===== src/rtl/sia_pkg.sv =====
// rtl/sia_pkg.sv - shared SIA state encodings, txcmod bit indices and default widths
package sia_pkg;

    localparam int SIA_SHIFT_W    = 12;
    localparam int SIA_BAUD_W     = 32;
    localparam int SIA_DEPTH_BITS = 2;
    localparam int SIA_BITS_W     = 5;

    localparam int TXC_LVL = 0;
    localparam int TXC_INV = 1;
    localparam int TXC_EN  = 2;

    typedef enum logic [1:0] {
        ST_IDLE  = 2'd0,
        ST_SHIFT = 2'd1,
        ST_BREAK = 2'd2
    } sia_state_e;

endpackage


===== src/rtl/sia_fifo.sv =====
// rtl/sia_fifo.sv - synchronous word FIFO with fill level, flush and sticky dropped-write flag
module sia_fifo
    import sia_pkg::*;
#(
    parameter int WIDTH      = SIA_SHIFT_W,
    parameter int DEPTH_BITS = SIA_DEPTH_BITS
) (
    input  logic                  clk,
    input  logic                  rst_n,
    input  logic                  wr_en,
    input  logic [WIDTH-1:0]      wr_data,
    input  logic                  rd_en,
    input  logic                  flush,
    input  logic                  ovf_clr,
    output logic [WIDTH-1:0]      rd_data,
    output logic [DEPTH_BITS:0]   level,
    output logic                  not_full,
    output logic                  empty,
    output logic                  ovf
);

    localparam int DEPTH = 1 << DEPTH_BITS;

    logic [WIDTH-1:0]      mem [DEPTH];
    logic [DEPTH_BITS-1:0] wr_ptr;
    logic [DEPTH_BITS-1:0] rd_ptr;
    logic [DEPTH_BITS:0]   count;
    logic                  full;
    logic                  push;
    logic                  pop;

    // Fullness is judged on the registered count, so a pop on the same edge never rescues a write.
    assign full  = (count == (DEPTH_BITS+1)'(DEPTH));
    assign push  = wr_en & ~full & ~flush;
    assign pop   = rd_en & (count != '0);

    always_ff @(posedge clk) begin
        if (push) begin
            mem[wr_ptr] <= wr_data;
        end
    end

    always_ff @(posedge clk or negedge rst_n) begin
        if (!rst_n) begin
            wr_ptr <= '0;
            rd_ptr <= '0;
            count  <= '0;
            ovf    <= 1'b0;
        end else begin
            if (flush) begin
                wr_ptr <= '0;
                rd_ptr <= '0;
                count  <= '0;
            end else begin
                if (push) begin
                    wr_ptr <= wr_ptr + DEPTH_BITS'(1);
                end
                if (pop) begin
                    rd_ptr <= rd_ptr + DEPTH_BITS'(1);
                end
                count <= count + (DEPTH_BITS+1)'(push) - (DEPTH_BITS+1)'(pop);
            end
            if (wr_en && full) begin
                ovf <= 1'b1;
            end else if (ovf_clr) begin
                ovf <= 1'b0;
            end
        end
    end

    assign rd_data  = mem[rd_ptr];
    assign level    = count;
    assign not_full = ~full;
    assign empty    = (count == '0);

endmodule


===== src/rtl/sia_txq_fc.sv =====
// rtl/sia_txq_fc.sv - SIA transmit queue: FIFO, CTS flow control, break and bit-clocked shifter
module sia_txq_fc
    import sia_pkg::*;
#(
    parameter int SHIFT_REG_WIDTH = SIA_SHIFT_W,
    parameter int BAUD_RATE_WIDTH = SIA_BAUD_W,
    parameter int DEPTH_BITS      = SIA_DEPTH_BITS,
    parameter int BITS_WIDTH      = SIA_BITS_W
) (
    input  logic                       clk_i,
    input  logic                       reset_i,
    input  logic [SHIFT_REG_WIDTH-1:0] dat_i,
    input  logic                       we_i,
    input  logic                       flush_i,
    input  logic [BITS_WIDTH-1:0]      bits_i,
    input  logic [BAUD_RATE_WIDTH-1:0] baud_i,
    input  logic [2:0]                 txcmod_i,
    input  logic                       cts_en_i,
    input  logic                       cts_i,
    input  logic                       brk_i,
    input  logic                       ovf_clr_i,
    output logic                       txd_o,
    output logic                       txc_o,
    output logic                       not_full_o,
    output logic                       empty_o,
    output logic                       idle_o,
    output logic [DEPTH_BITS:0]        level_o,
    output logic                       ovf_o
);

    logic                       cts_meta;
    logic                       cts_sync;
    logic                       start_ok;
    logic [SHIFT_REG_WIDTH-1:0] head;
    logic                       empty;
    logic                       pop;

    sia_state_e                 state;
    logic [SHIFT_REG_WIDTH-1:0] shreg;
    logic [BITS_WIDTH-1:0]      bitcnt;
    logic [BAUD_RATE_WIDTH-1:0] baudcnt;
    logic [BITS_WIDTH-1:0]      frame_bits;
    logic                       frame_end;
    logic                       decide;

    always_ff @(posedge clk_i or negedge reset_i) begin
        if (!reset_i) begin
            cts_meta <= 1'b0;
            cts_sync <= 1'b0;
        end else begin
            cts_meta <= cts_i;
            cts_sync <= cts_meta;
        end
    end

    assign start_ok = ~cts_en_i | cts_sync;

    sia_fifo #(
        .WIDTH      (SHIFT_REG_WIDTH),
        .DEPTH_BITS (DEPTH_BITS)
    ) u_fifo (
        .clk      (clk_i),
        .rst_n    (reset_i),
        .wr_en    (we_i),
        .wr_data  (dat_i),
        .rd_en    (pop),
        .flush    (flush_i),
        .ovf_clr  (ovf_clr_i),
        .rd_data  (head),
        .level    (level_o),
        .not_full (not_full_o),
        .empty    (empty),
        .ovf      (ovf_o)
    );

    assign frame_bits = (32'(bits_i) > 32'(SHIFT_REG_WIDTH)) ? BITS_WIDTH'(SHIFT_REG_WIDTH) : bits_i;

    // The last clock of the last bit doubles as an IDLE decision so frames run back-to-back.
    assign frame_end = (state == ST_SHIFT) && (baudcnt == '0) && (bitcnt <= BITS_WIDTH'(1));
    assign decide    = (state == ST_IDLE) || frame_end;
    assign pop       = decide && !brk_i && !empty && start_ok;

    always_ff @(posedge clk_i or negedge reset_i) begin
        if (!reset_i) begin
            state   <= ST_IDLE;
            shreg   <= '1;
            bitcnt  <= '0;
            baudcnt <= '0;
        end else if (decide) begin
            if (brk_i) begin
                state <= ST_BREAK;
            end else if (pop && (frame_bits != '0)) begin
                state   <= ST_SHIFT;
                shreg   <= head;
                bitcnt  <= frame_bits;
                baudcnt <= baud_i;
            end else begin
                state <= ST_IDLE;
            end
        end else begin
            case (state)
                ST_SHIFT: begin
                    if (baudcnt != '0) begin
                        baudcnt <= baudcnt - BAUD_RATE_WIDTH'(1);
                    end else begin
                        baudcnt <= baud_i;
                        shreg   <= {1'b1, shreg[SHIFT_REG_WIDTH-1:1]};
                        bitcnt  <= bitcnt - BITS_WIDTH'(1);
                    end
                end
                ST_BREAK: begin
                    if (!brk_i) begin
                        state <= ST_IDLE;
                    end
                end
                default: state <= ST_IDLE;
            endcase
        end
    end

    assign txd_o   = (state == ST_SHIFT) ? shreg[0] : (state != ST_BREAK);
    assign empty_o = empty;
    assign idle_o  = empty && (state == ST_IDLE);

    always_comb begin
        txc_o = txcmod_i[TXC_INV];
        if (reset_i) begin
            if (!txcmod_i[TXC_EN]) begin
                txc_o = txcmod_i[TXC_LVL];
            end else if (state == ST_SHIFT) begin
                txc_o = (baudcnt <= (baud_i >> 1)) ^ txcmod_i[TXC_INV];
            end
        end
    end

endmodule


===== config.mk =====
export PLATFORM = sky130hd
export DESIGN_NAME = sia_txq_fc
export DESIGN_NICKNAME = d
export VERILOG_FILES = /design/src/rtl/sia_pkg.sv /design/src/rtl/sia_fifo.sv /design/src/rtl/sia_txq_fc.sv
export SDC_FILE = /design/constraint.sdc
export NUM_CORES = 1
export LEC_CHECK = 0
export BUFFER_PORTS_ARGS = -buffer_cell sky130_fd_sc_hd__buf_2
export CAP_MARGIN = 30
export CELL_PAD_IN_SITES_DETAIL_PLACEMENT = 0
export CELL_PAD_IN_SITES_GLOBAL_PLACEMENT = 1
export CORE_ASPECT_RATIO = 1.25
export CORE_MARGIN = 8
export CORE_UTILIZATION = 44
export CTS_BUF_LIST = sky130_fd_sc_hd__clkbuf_4 sky130_fd_sc_hd__clkbuf_8
export CTS_CLUSTER_DIAMETER = 80
export DETAILED_ROUTE_END_ITERATION = 10
export GPL_ROUTABILITY_DRIVEN = 0
export PLACE_DENSITY = 0.9
export SLEW_MARGIN = 20
export SYNTH_ARGS = -nofsm -noshare
export SYNTH_HDL_FRONTEND = slang
export SYNTH_SLANG_ARGS = --single-unit

===== constraint.sdc =====
create_clock -name clk_i -period 3.2 [get_ports clk_i]
set_clock_uncertainty 0.2 [all_clocks]
set_input_delay 0 -clock clk_i [delete_from_list [all_inputs] [get_ports clk_i]]
set_output_delay 0 -clock clk_i [all_outputs]
set_load 0.01 [all_outputs]

==> metrics.md, run 1 <==
| Metric | Value |
|---|---|
| Status | finished, final reports clean |
| Antenna diodes | 0 |
| Start point of the critical path | baudcnt[16] |
| Startpoint of the lowest-slack hold path | cts_i |
| Count of endpoints failing hold in the final timing report | 0 |
| Shortest period the worst path allows | 3.031 ns |
| TritonCTS Buffers | 9 |
| Placement-stage worst setup slack | 0.02045 ns |
| Max-slew violation count | 0 |
| Number of placement rows | 49 |
| Final non-filler cell area | 7886 um2 |
| Min setup slack post-route | 0.1688 ns |
| Area used by sequential logic in the layout | 2983 um2 |
| Initial DRC count | 308 |
| Total standard cell area after synthesis | 6359 um2 |
| Wire length of the first global-routing pass | 27,350 um |
| Leakage power summed over all cells | 0.003308 uW |
| Placed inst area | 7076 um2 |
| VDD IR max | 0.4475 mV |
| Clock network latency to the later pin of the worst-skew pair | 0.38 ns |
| Via-per-instance ratio | 5.766 |
| Ys Warns | 0 |
| Relative area change from synthesis to final layout | 24.03% |
| Area of the die | 18,580 um2 |
| Layout cell share with drive strength beyond 1 | 22.55% |
| Crit Path Class | flop to flop |
| Antenna viol nets, final | 0 |
| Post-route DRC | 0 |
| Slew at the pin closest to its max-slew limit | 0.8021 ns |
| Cell chosen for the clock root | sky130_fd_sc_hd__clkbuf_8 |
| Top Ports | 69 |
| Area used by multi-input combinational logic | 3062 um2 |
| Width of the die | 123.5 um |
| Proportion of synthesized flip-flops having asynchronous set or reset | 55.96% |
| Cell Count Post-Placement | 856 |
| Layout Cells excl Fill | 932 |
| Class of the tightest hold or removal check | input port to flop |
| TNS Setup | 0 ns |
| Number of buffers on the longest clock path | 2 |
| Setup-failing EPs final | 0 |
| Final clock period utilization by the worst path | 94.72% |
| Sink Count | 109 |
| Port Buffers | 68 |
| CP endpoint kind | flop |
| Max-cap check violation count | 0 |
| Syn Inst Count | 605 |
| Cell type with the largest total area after synthesis | sky130_fd_sc_hd__edfxtp_1 |
| DR pass1 iterations | 5 |
| Element type at the critical path start | flop |
| Post-CTS clock slew at the launch and capture registers of the worst setup and hold paths | 0.11 ns |
| Post-Synthesis Mean Instance Area | 10.51 um2 |
| Initial Util | 44.51% |
| Die H | 150.4 um |
| Routed wire length | 16,770 um |
| CTS HTree Levels | 3 |
| Total nets after synthesis | 707 |
| Number of antenna violations at the first check in global routing | 0 |
| # fillers | 1,190 |
| Yosys reg bits | 109 |
| Wire length per cell | 18.00 um |
| Top achievable clock speed | 0.3299 GHz |
| Data arrival time of the critical path | 3.11 ns |
| Post-synth EDFFs | 48 |
| Startpoint of the worst-slack reg-to-reg timing path | baudcnt[16] |
| Final-stage net count | 851 |
| Largest net degree at the start of global routing | 62 |
| Detailed placement HPWL | 11,870 um |
| Core Area | 14,290 um2 |
| Relative slew margins | 46.53% |
| Portion of synthesized cell area occupied by the leading cell type | 22.67% |
| Unique cell type count in the Yosys netlist | 68 |
| Synth top area cells | sky130_fd_sc_hd__edfxtp_1 23%, sky130_fd_sc_hd__dfrtp_1 19%, sky130_fd_sc_hd__ha_1 8.1%, sky130_fd_sc_hd__dfstp_2 5.0%, sky130_fd_sc_hd__mux4_2 4.3% |
| DR vias | 5,374 |
| Portion of the post-synthesis area used by sequential elements | 46.91% |
| Top_reg_cell synth | sky130_fd_sc_hd__dfrtp_1 |
| Number of global-route vias before repair | 5,547 |
| Power Density | 356.2 nW/um2 |
| Final global-route overflow total | 0 |
| TritonCTS clock tree | yes |
| Setup repair after global routing missed its margin | false |
| Critical path required time | 3.28 ns |
| Total routing resource utilization after global routing | 18.66% |
| Worst Path Max Fanout | 2 |
-- state kept, by name, indices dropped and copies added, names as in the netlist --
signal	cells
u_fifo.level	3
state	2
shreg	12
u_fifo.mem	48
u_fifo.ovf	1
u_fifo.wr_ptr	2
bitcnt	5
baudcnt	32
cts_meta	1
u_fifo.rd_ptr	2
cts_sync	1
-- repair_timing --
action	in CTS	in global routing
buffers inserted	1	0
pin swaps	4	3
hold endpoints to repair	144	0
gates cloned	0	0
endpoints found under the setup margin	1	7
hold buffers	59	0
resized for setup	0	4
-- critical path: stages, from the launching register on --
cell	delay, ns
sky130_fd_sc_hd__dfrtp_1	0.39
sky130_fd_sc_hd__or4_4	0.54
sky130_fd_sc_hd__or3b_4	0.41
sky130_fd_sc_hd__nor4_4	0.22
sky130_fd_sc_hd__o21ai_2	0.10
sky130_fd_sc_hd__inv_1	0.06
sky130_fd_sc_hd__ha_1	0.21
sky130_fd_sc_hd__inv_1	0.06
sky130_fd_sc_hd__ha_1	0.13
sky130_fd_sc_hd__inv_1	0.04
sky130_fd_sc_hd__fa_1	0.37
sky130_fd_sc_hd__xnor2_1	0.14
sky130_fd_sc_hd__nor2_1	0.05
-- logic make-up after synthesis --
group | share of synthesized area [%]
fa+ha+maj | 8.383
flops | 46.91
mux | 5.352
compound gates | 16.98
buf+inv | 5.569
xor+xnor | 0.6888
simple gates | 16.12
-- cells in the final DEF (no fill, tap or decap), types with 4 or more instances in the layout --
cell	count
sky130_fd_sc_hd__buf_2	68
sky130_fd_sc_hd__a31oi_1	13
sky130_fd_sc_hd__nor3_1	29
sky130_fd_sc_hd__nor2_1	35
sky130_fd_sc_hd__o2bb2ai_1	13
sky130_fd_sc_hd__o21ai_0	39
sky130_fd_sc_hd__nor4_1	13
sky130_fd_sc_hd__and2_1	8
sky130_fd_sc_hd__a21oi_1	32
sky130_fd_sc_hd__inv_1	47
sky130_fd_sc_hd__buf_4	36
sky130_fd_sc_hd__mux4_2	12
sky130_fd_sc_hd__dlygate4sd3_1	59
sky130_fd_sc_hd__clkbuf_8	9
sky130_fd_sc_hd__a22oi_1	12
sky130_fd_sc_hd__o22a_1	4
sky130_fd_sc_hd__ha_1	41
sky130_fd_sc_hd__edfxtp_1	48
sky130_fd_sc_hd__dfrtp_1	49
sky130_fd_sc_hd__or3_1	4
sky130_fd_sc_hd__nand2b_1	4
sky130_fd_sc_hd__dfstp_2	12
sky130_fd_sc_hd__nand3_1	10
sky130_fd_sc_hd__nor2b_1	6
sky130_fd_sc_hd__nand4_1	13
sky130_fd_sc_hd__a22o_1	7
sky130_fd_sc_hd__mux2i_1	7
sky130_fd_sc_hd__nand2_1	44
-- cells in the mapped netlist (all sizes together) (2+ instances only) --
library cell / instances
a211oi: 2
a21o: 2
a21oi: 32
a22o: 7
a22oi: 14
a2bb2oi: 6
a31o: 2
a31oi: 13
and2: 9
and3: 2
and4: 2
buf: 18
clkbuf: 14
dfrtp: 49
dfstp: 12
edfxtp: 48
ha: 41
inv: 48
mux2i: 7
mux4: 12
nand2: 45
nand2b: 4
nand3: 10
nand4: 13
nand4b: 2
nor2: 36
nor2b: 6
nor3: 30
nor4: 16
o211ai: 3
o21a: 3
o21ai: 43
o22a: 4
o22ai: 3
o2bb2ai: 13
o32a: 2
or2: 4
or3: 4
or4: 5
xnor2: 2
xor2: 3
-- cell type report --
| class | instances | share of cell area (%) |
|---|---|---|
| clock buffer | 9 | 1.571 |
| clock inverter | 7 | 0.9043 |
| inverter | 48 | 2.316 |
| multi-input combinational | 416 | 38.82 |
| sequential | 109 | 37.82 |
| tap | 178 | 2.824 |
| timing repair buffer | 165 | 15.74 |
-- layer usage --
layer	wire length [um]	GRT usage, %	up-vias
met3	915	3.227	31
met1	6799	22.24	2601
met5	0	0	-
li1	-	-	2551
met2	8708	32.78	191
met4	351	6.820	0
-- report_power, final --
| part | internal, uW | total [uW] | switching, uW |
|---|---|---|---|
| logic | 196 | 390 | 194 |
| registers | 1530 | 1590 | 55.6 |
| clock network | 308 | 833 | 524 |
-- stage by stage --
| stage | utilization (%) | total power, uW | hold WS, ns |
|---|---|---|---|
| after global placement | 49.44 | 1919 | -0.09021 |
| after CTS | 55.08 | 2825 | 0.04223 |
| final | 55.21 | 2809 | 0.05364 |
| after detailed placement | 49.53 | 1945 | -0.08783 |
| after floorplan | - | 1785 | -0.4956 |
| after global routing | 55.21 | 2937 | 0.04350 |
-- final timing paths --
path / end / slack, ns / cells after the start
worst max-delay path: u_fifo.level[2] / 0.17 / 12
worst min-delay path: cts_meta / 0.05 / 2
worst max register to register: u_fifo.level[2] / 0.17 / 12
worst min register to register: cts_sync / 0.16 / 0
max in group asynchronous: u_fifo.level[0] / 2.10 / 3
min in group asynchronous: baudcnt[3] / 0.19 / 3
Note: power is estimated with default switching activity, not from simulation.
==> inputs of run 2 (changes only) <==
--- a/config.mk
+++ b/config.mk
@@ -11,12 +11,11 @@
 export CELL_PAD_IN_SITES_GLOBAL_PLACEMENT = 1
 export CORE_ASPECT_RATIO = 1.25
 export CORE_MARGIN = 8
-export CORE_UTILIZATION = 44
-export CTS_BUF_LIST = sky130_fd_sc_hd__clkbuf_4 sky130_fd_sc_hd__clkbuf_8
+export CORE_UTILIZATION = 42
 export CTS_CLUSTER_DIAMETER = 80
 export DETAILED_ROUTE_END_ITERATION = 10
 export GPL_ROUTABILITY_DRIVEN = 0
-export PLACE_DENSITY = 0.9
+export PLACE_DENSITY = 0.87
 export SLEW_MARGIN = 20
 export SYNTH_ARGS = -nofsm -noshare
 export SYNTH_HDL_FRONTEND = slang
==> run 2 against run 1 <==
Compared with the run above: the flow now finishes with violations (setup timing); count of clock-buffer cells in the layout is the same; setup slack lost 0.20 ns; worst hold slack got worse by 0.036 ns; final cell count up 0.43%; critical path type unchanged; critical path depth down 1; flip-flop and latch count stayed put; highest routed layer unchanged; cell area rose by 1.2%; die area increased by 4.2%.
==> metrics.md, run 2 (synthesis results as in run 1) <==
| Metric | Value |
|---|---|
| Critical path required time | 3.24 ns |
| Die H | 153.6 um |
| Placed inst area | 7073 um2 |
| Sink Count | 109 |
| Data arrival time of the critical path | 3.28 ns |
| Reg-to-reg endpoint | u_fifo.level[1] |
| Wire length per cell | 17.85 um |
| Number of antenna violations at the first check in global routing | 0 |
| Top layer used by detailed routing | met4 |
| Min setup slack post-route | -0.03483 ns |
| Regs by FF count | u_fifo.mem (48), baudcnt (32), shreg (12) |
| Layout cell share with drive strength beyond 1 | 22.94% |
| Element type at the critical path start | flop |
| Power Density | 394.6 nW/um2 |
| Worst Path Max Fanout | 3 |
| VDD IR max | 0.2918 mV |
| Biggest cell delay along the critical path | 0.55 ns |
| Internal reg-to-reg setup slack | -0.03 ns |
| Clock network latency to the later pin of the worst-skew pair | 0.36 ns |
| Depth of the most critical reg-to-reg path | 11 |
| Register bank with the most flops | u_fifo.mem |
| Final-stage net count | 851 |
| Startpoint of the lowest-slack hold path | bits_i[2] |
| Status | finished, violations left |
| Area of the die | 19,360 um2 |
| Setup repair after global routing missed its margin | true |
| Detailed placement HPWL | 11,750 um |
| Startpoint of the worst-slack reg-to-reg timing path | baudcnt[18] |
| Port Buffers | 68 |
| Wire length of the first global-routing pass | 27,180 um |
| Hold depth | 4 |
| Crit Path Class | flop to flop |
| Largest net degree at the start of global routing | 62 |
| Endpoint of the worst hold path | bitcnt[1] |
| Class of the tightest hold or removal check | input port to flop |
| Number of buffers on the longest clock path | 2 |
| Setup-failing EPs final | 1 |
| Routed wire length | 16,700 um |
| TNS Setup | -0.03483 ns |
| Cell with the most instances on the worst path | sky130_fd_sc_hd__inv_1 |
| Via-per-instance ratio | 5.691 |
| Final clock period utilization by the worst path | 101.1% |
| Antenna viol nets, final | 0 |
| DR pass1 iterations | 5 |
| Commonest non-fill, non-tap cells in the layout | 68 x sky130_fd_sc_hd__buf_2, 56 x sky130_fd_sc_hd__dlygate4sd3_1, 49 x sky130_fd_sc_hd__dfrtp_1 |
| Shortest period the worst path allows | 3.235 ns |
| Met3 routed wirelength | 722 um |
| Max-slew violation count | 0 |
| CP cell instances | or4_4 -> or3b_4 -> nor4_4 -> o21ai_2 -> inv_1 -> ha_1 -> inv_1 -> ha_1 -> inv_1 -> fa_2 -> nor2_1 |
| Total routing resource utilization after global routing | 17.28% |
| Post-CTS clock slew at the launch and capture registers of the worst setup and hold paths | 0.09 ns |
| Leading cell type in the layout, fill and taps excluded | sky130_fd_sc_hd__buf_2 |
| Sum of met2 wire segment lengths after detailed routing | 8516 um |
| Cell chosen for the clock root | sky130_fd_sc_hd__clkbuf_16 |
| Top Ports | 69 |
| Antenna diodes | 0 |
| Met1 routed wirelength after detailed routing | 6984 um |
| Final non-filler cell area | 7980 um2 |
| Library cell contributing the largest single delay on the critical path | sky130_fd_sc_hd__or4_4 |
| Initial Util | 42.71% |
| DR vias | 5,327 |
| Failing checks | setup timing |
| TritonCTS clock tree | yes |
| CP endpoint kind | flop |
| Top achievable clock speed | 0.3091 GHz |
| TritonCTS Buffers | 9 |
| Leakage power summed over all cells | 0.003370 uW |
| # fillers | 1,240 |
| Relative area change from synthesis to final layout | 25.50% |
| Final global-route overflow total | 0 |
| CTS HTree Levels | 3 |
| Post-route DRC | 0 |
| Count of endpoints failing hold in the final timing report | 0 |
| Width of the die | 126.1 um |
| Relative slew margins | 46.20% |
| Initial DRC count | 341 |
| Number of global-route vias before repair | 5,537 |
| Number of placement rows | 50 |
| Max-cap check violation count | 0 |
| Slew at the pin closest to its max-slew limit | 0.8070 ns |
| Core Area | 14,890 um2 |
| Number of flip-flops under the largest register name | 48 |
==> run 2: cell count changes in the layout (fill, tap and decap cells not counted), sizes merged <==
cell          previous run  this run
dlygate4sd3             59        56
dlymetal6s4s             0         1
buf                    106       108
==> run 2: metal layers <==
metal / vias to the layer above / track usage, %
met5: - / 0
met4: 0 / 8.214
met2: 154 / 29.57
met3: 34 / 3.218
met1: 2584 / 20.50
li1: 2555 / -
==> run 2: how the worst max path moves through the flow <==
stage	end	from	slack, ns
2_1_floorplan	u_fifo.level[2]	baudcnt[16]	0.001
3_3_place_gp	u_fifo.level[2]	baudcnt[24]	0.10
3_5_place_dp	u_fifo.level[2]	baudcnt[24]	0.008
4_1_cts	u_fifo.level[2]	baudcnt[24]	0.001
5_1_grt	u_fifo.level[1]	baudcnt[18]	-0.16
6_report	u_fifo.level[1]	baudcnt[18]	-0.03
==> run 2: through the flow <==
stage | total power, uW | cells | utilization, % | hold slack [ns] | setup WS [ns]
after floorplan | 1785 | 605 | - | -0.4956 | 0.001375
after global placement | 1914 | 861 | 47.40 | -0.09025 | 0.1021
after detailed placement | 1936 | 862 | 47.50 | -0.08333 | 0.008067
after CTS | 3159 | 935 | 53.50 | 0.001792 | 0.001003
after global routing | 3266 | 936 | 53.60 | 0.02789 | -0.1596
final | 3149 | 936 | 53.60 | 0.01794 | -0.03483
==> run 2: final cells by class <==
class	instances	area [um2]	area share, %
Timing Repair Buffer	165	1221	15.30
Sequential cell	109	2983	37.38
Clock buffer	9	225.2	2.822
Inverter	48	182.7	2.289
Tap cell	182	227.7	2.854
Multi-Input combinational cell	416	3044	38.15
Clock inverter	7	96.34	1.207
==> run 2: power by group <==
part	internal, uW	switching, uW
Clock	574	609
Sequential	1530	55.6
Combinational	188	191
==> run 2: timing repair <==
| action | 4_1_cts | 5_1_grt |
|---|---|---|
| hold buffers | 57 | 0 |
| hold endpoints to repair | 144 | 0 |
| setup buffers | 0 | 1 |
| gates resized for setup | 0 | 4 |
| endpoints found under the setup margin | 0 | 19 |
==> run 2: worst max-delay path, delay by kind of cell (launching register included) <==
kind	cells	cell delay, ns
AOI/OAI and AO/OA	1	0.13
and+or+nand+nor	4	1.34
DFF	1	0.40
adders and majority gates	3	0.86
buffers and inverters	3	0.20
==> inputs of run 3 (changes only) <==
--- a/config.mk
+++ b/config.mk
@@ -7,15 +7,14 @@
 export LEC_CHECK = 0
 export BUFFER_PORTS_ARGS = -buffer_cell sky130_fd_sc_hd__buf_2
 export CAP_MARGIN = 30
-export CELL_PAD_IN_SITES_DETAIL_PLACEMENT = 0
-export CELL_PAD_IN_SITES_GLOBAL_PLACEMENT = 1
-export CORE_ASPECT_RATIO = 1.25
-export CORE_MARGIN = 8
-export CORE_UTILIZATION = 42
+export CELL_PAD_IN_SITES_DETAIL_PLACEMENT = 2
+export CELL_PAD_IN_SITES_GLOBAL_PLACEMENT = 2
+export CORE_MARGIN = 5
+export CORE_UTILIZATION = 35
 export CTS_CLUSTER_DIAMETER = 80
 export DETAILED_ROUTE_END_ITERATION = 10
 export GPL_ROUTABILITY_DRIVEN = 0
-export PLACE_DENSITY = 0.87
+export PLACE_DENSITY = 0.88
 export SLEW_MARGIN = 20
 export SYNTH_ARGS = -nofsm -noshare
 export SYNTH_HDL_FRONTEND = slang
==> run 3 against run 2 <==
Compared with the run above: the flow still finishes with violations (setup timing); setup slack got worse by 0.0027 ns; combinational power rose by 14%; register-to-register slack barely moved; critical path depth did not move; critical endpoint unchanged.
==> metrics.md, run 3 (synthesis results as in run 1) <==
| Metric | Value |
|---|---|
| Status | finished, violations left |
| Failing checks | setup timing |
| Relative area change from synthesis to final layout | 27.15% |
| Initial Util | 35.52% |
| Commonest non-fill, non-tap cells in the layout | 68 x sky130_fd_sc_hd__buf_2, 57 x sky130_fd_sc_hd__dlygate4sd3_1, 49 x sky130_fd_sc_hd__dfrtp_1 |
| Cell chosen for the clock root | sky130_fd_sc_hd__clkbuf_16 |
| Final global-route overflow total | 0 |
| Register bank with the most flops | u_fifo.mem |
| Post-route DRC | 0 |
| P_int | 2311 uW |
| Setup repair after global routing missed its margin | true |
| Element type at the critical path start | flop |
| Slew at the pin closest to its max-slew limit | 0.8636 ns |
| Number of antenna violations at the first check in global routing | 0 |
| Register share of total power | 49.1% |
| Crit Path Class | flop to flop |
| Antenna diodes | 0 |
| Regs by FF count | u_fifo.mem (48), baudcnt (32), shreg (12) |
| Library cell contributing the largest single delay on the critical path | sky130_fd_sc_hd__or4_4 |
| Critical path required time | 3.26 ns |
| TritonCTS Buffers | 9 |
| Cell Count Post-Placement | 900 |
| DR vias | 5,667 |
| CP endpoint kind | flop |
| Area used by multi-input combinational logic | 3094 um2 |
| Wire length of the first global-routing pass | 36,310 um |
| Total routing resource utilization after global routing | 22.60% |
| Area of the die | 20,960 um2 |
| Logic depth of the worst setup path including buffers | 11 |
| Detailed placement HPWL | 15,020 um |
| Relative slew margins | 42.43% |
| Wire length per cell | 24.05 um |
| Count of endpoints failing hold in the final timing report | 0 |
| CP cell instances | or4_4 -> or3b_4 -> nor4_4 -> o21ai_2 -> inv_2 -> ha_4 -> inv_4 -> ha_4 -> inv_2 -> fa_2 -> nor2_2 |
| # fillers | 1,854 |
| VDD IR max | 0.3868 mV |
| CTS HTree Levels | 3 |
| Clock network latency to the later pin of the worst-skew pair | 0.37 ns |
| Layout Cells excl Fill | 979 |
| Setup-failing EPs final | 2 |
| Via-per-instance ratio | 5.789 |
| Top Ports | 69 |
| Max-slew violation count | 0 |
| TritonCTS clock tree | yes |
| Placement-stage worst setup slack | -0.09781 ns |
| Antenna viol nets, final | 0 |
| Final-stage net count | 847 |
| Class of the tightest hold or removal check | input port to flop |
| Cell class contributing the biggest share of worst-path delay | simple AND/OR/NAND/NOR gates |
| Area used by sequential logic in the layout | 2983 um2 |
| Max-cap check violation count | 0 |
| Number of buffers on the longest clock path | 2 |
| Number of flip-flops under the largest register name | 48 |
| Shortest period the worst path allows | 3.237 ns |
| Port Buffers | 68 |
| Final clock period utilization by the worst path | 101.2% |
| Biggest cell delay along the critical path | 0.55 ns |
| Number of placement rows | 49 |
| Hold depth | 2 |
| Core Area | 17,900 um2 |
| Sum of buffers and inverters on the critical path | 3 |
| Die H | 144.8 um |
| Number of global-route vias before repair | 6,539 |
| Top achievable clock speed | 0.3089 GHz |
| Leading cell type in the layout, fill and taps excluded | sky130_fd_sc_hd__buf_2 |
| Sink Count | 109 |
| Width of the die | 144.8 um |
| DR pass1 iterations | 4 |
| Min setup slack post-route | -0.03749 ns |
| Combinational share of power | 13.3% |
| Layout cell share with drive strength beyond 1 | 23.47% |
| Worst Path Max Fanout | 2 |
| Data arrival time of the critical path | 3.30 ns |
| Initial DRC count | 237 |
| Share of total power consumed by net switching | 29.00% |
| Largest net degree at the start of global routing | 62 |
| Routed wire length | 23,540 um |
| Net Switching | 943.9 uW |
| Depth of the most critical reg-to-reg path | 11 |
| Clock power frac | 37.6% |
| Post-CTS clock slew at the launch and capture registers of the worst setup and hold paths | 0.08 ns |
| Power Density | 402.6 nW/um2 |
| Leakage power summed over all cells | 0.003366 uW |
==> run 3: worst register-to-register path: stages (launching register included) <==
cell                      delay, ns
sky130_fd_sc_hd__dfrtp_1       0.40
sky130_fd_sc_hd__or4_4         0.55
sky130_fd_sc_hd__or3b_4        0.44
sky130_fd_sc_hd__nor4_4        0.34
sky130_fd_sc_hd__o21ai_2       0.12
sky130_fd_sc_hd__inv_2         0.08
sky130_fd_sc_hd__ha_4          0.20
sky130_fd_sc_hd__inv_4         0.06
sky130_fd_sc_hd__ha_4          0.13
sky130_fd_sc_hd__inv_2         0.04
sky130_fd_sc_hd__fa_2          0.52
sky130_fd_sc_hd__nor2_2        0.04
==> run 3: worst paths after layout <==
path,start,slack [ns],to
worst min-delay path,cts_i,0.11,cts_meta
worst min register to register,cts_meta,0.18,cts_sync
max in group asynchronous,reset_i,2.02,bitcnt[1]
min in group asynchronous,reset_i,0.20,baudcnt[11]
worst max-delay path,baudcnt[18],-0.04,u_fifo.level[1]
worst max register to register,baudcnt[18],-0.04,u_fifo.level[1]
==> run 3: area by class of cell <==
| class | instances | area share [%] |
|---|---|---|
| Multi-Input combinational cell | 416 | 38.27 |
| Sequential cell | 109 | 36.89 |
| Timing Repair Buffer | 161 | 15.06 |
| Tap cell | 229 | 3.544 |
| Clock buffer | 9 | 2.786 |
| Inverter | 48 | 2.290 |
| Clock inverter | 7 | 1.161 |
==> run 3: stage by stage <==
| stage | hold slack (ns) | util, % | cell area, um2 | setup TNS, ns | power [uW] |
|---|---|---|---|---|---|
| global route | 0.1161 | 45.16 | 8085 | -0.4025 | 3382 |
| detailed placement | -0.08868 | 39.56 | 7082 | -0.6354 | 1967 |
| global placement | -0.09153 | 39.52 | 7074 | 0 | 1923 |
| floorplan | -0.4956 | - | 6376 | 0 | 1785 |
| finish | 0.1128 | 45.16 | 8085 | -0.07375 | 3255 |
| CTS | 0.06436 | 44.71 | 8004 | 0 | 3221 |
==> run 3: layer usage <==
| layer | vias up | share of wire, % | track usage (%) |
|---|---|---|---|
| li1 | 2545 | - | - |
| met2 | 145 | 55 | 43.06 |
| met1 | 2937 | 39 | 25.76 |
| met5 | - | 0 | 0 |
| met3 | 40 | 4.0 | 3.713 |
| met4 | 0 | 2.2 | 6.676 |
==> run 3: repair_timing <==
item | 4_1_cts | 5_1_grt
setup buffers | 2 | 3
hold endpoints to repair | 142 | 0
hold buffers | 57 | 0
setup endpoints to repair | 26 | 16
pin swaps | 5 | 5
gates resized for setup | 6 | 8
==> run 3: power groups by stage <==
stage | Clock, uW | Sequential [uW] | Combinational (uW)
CTS | 1220 | 1590 | 410
detailed placement | 0 | 1620 | 347
finish | 1220 | 1600 | 432
global route | 1300 | 1600 | 475
global placement | 0 | 1610 | 311
floorplan | 0 | 1600 | 184
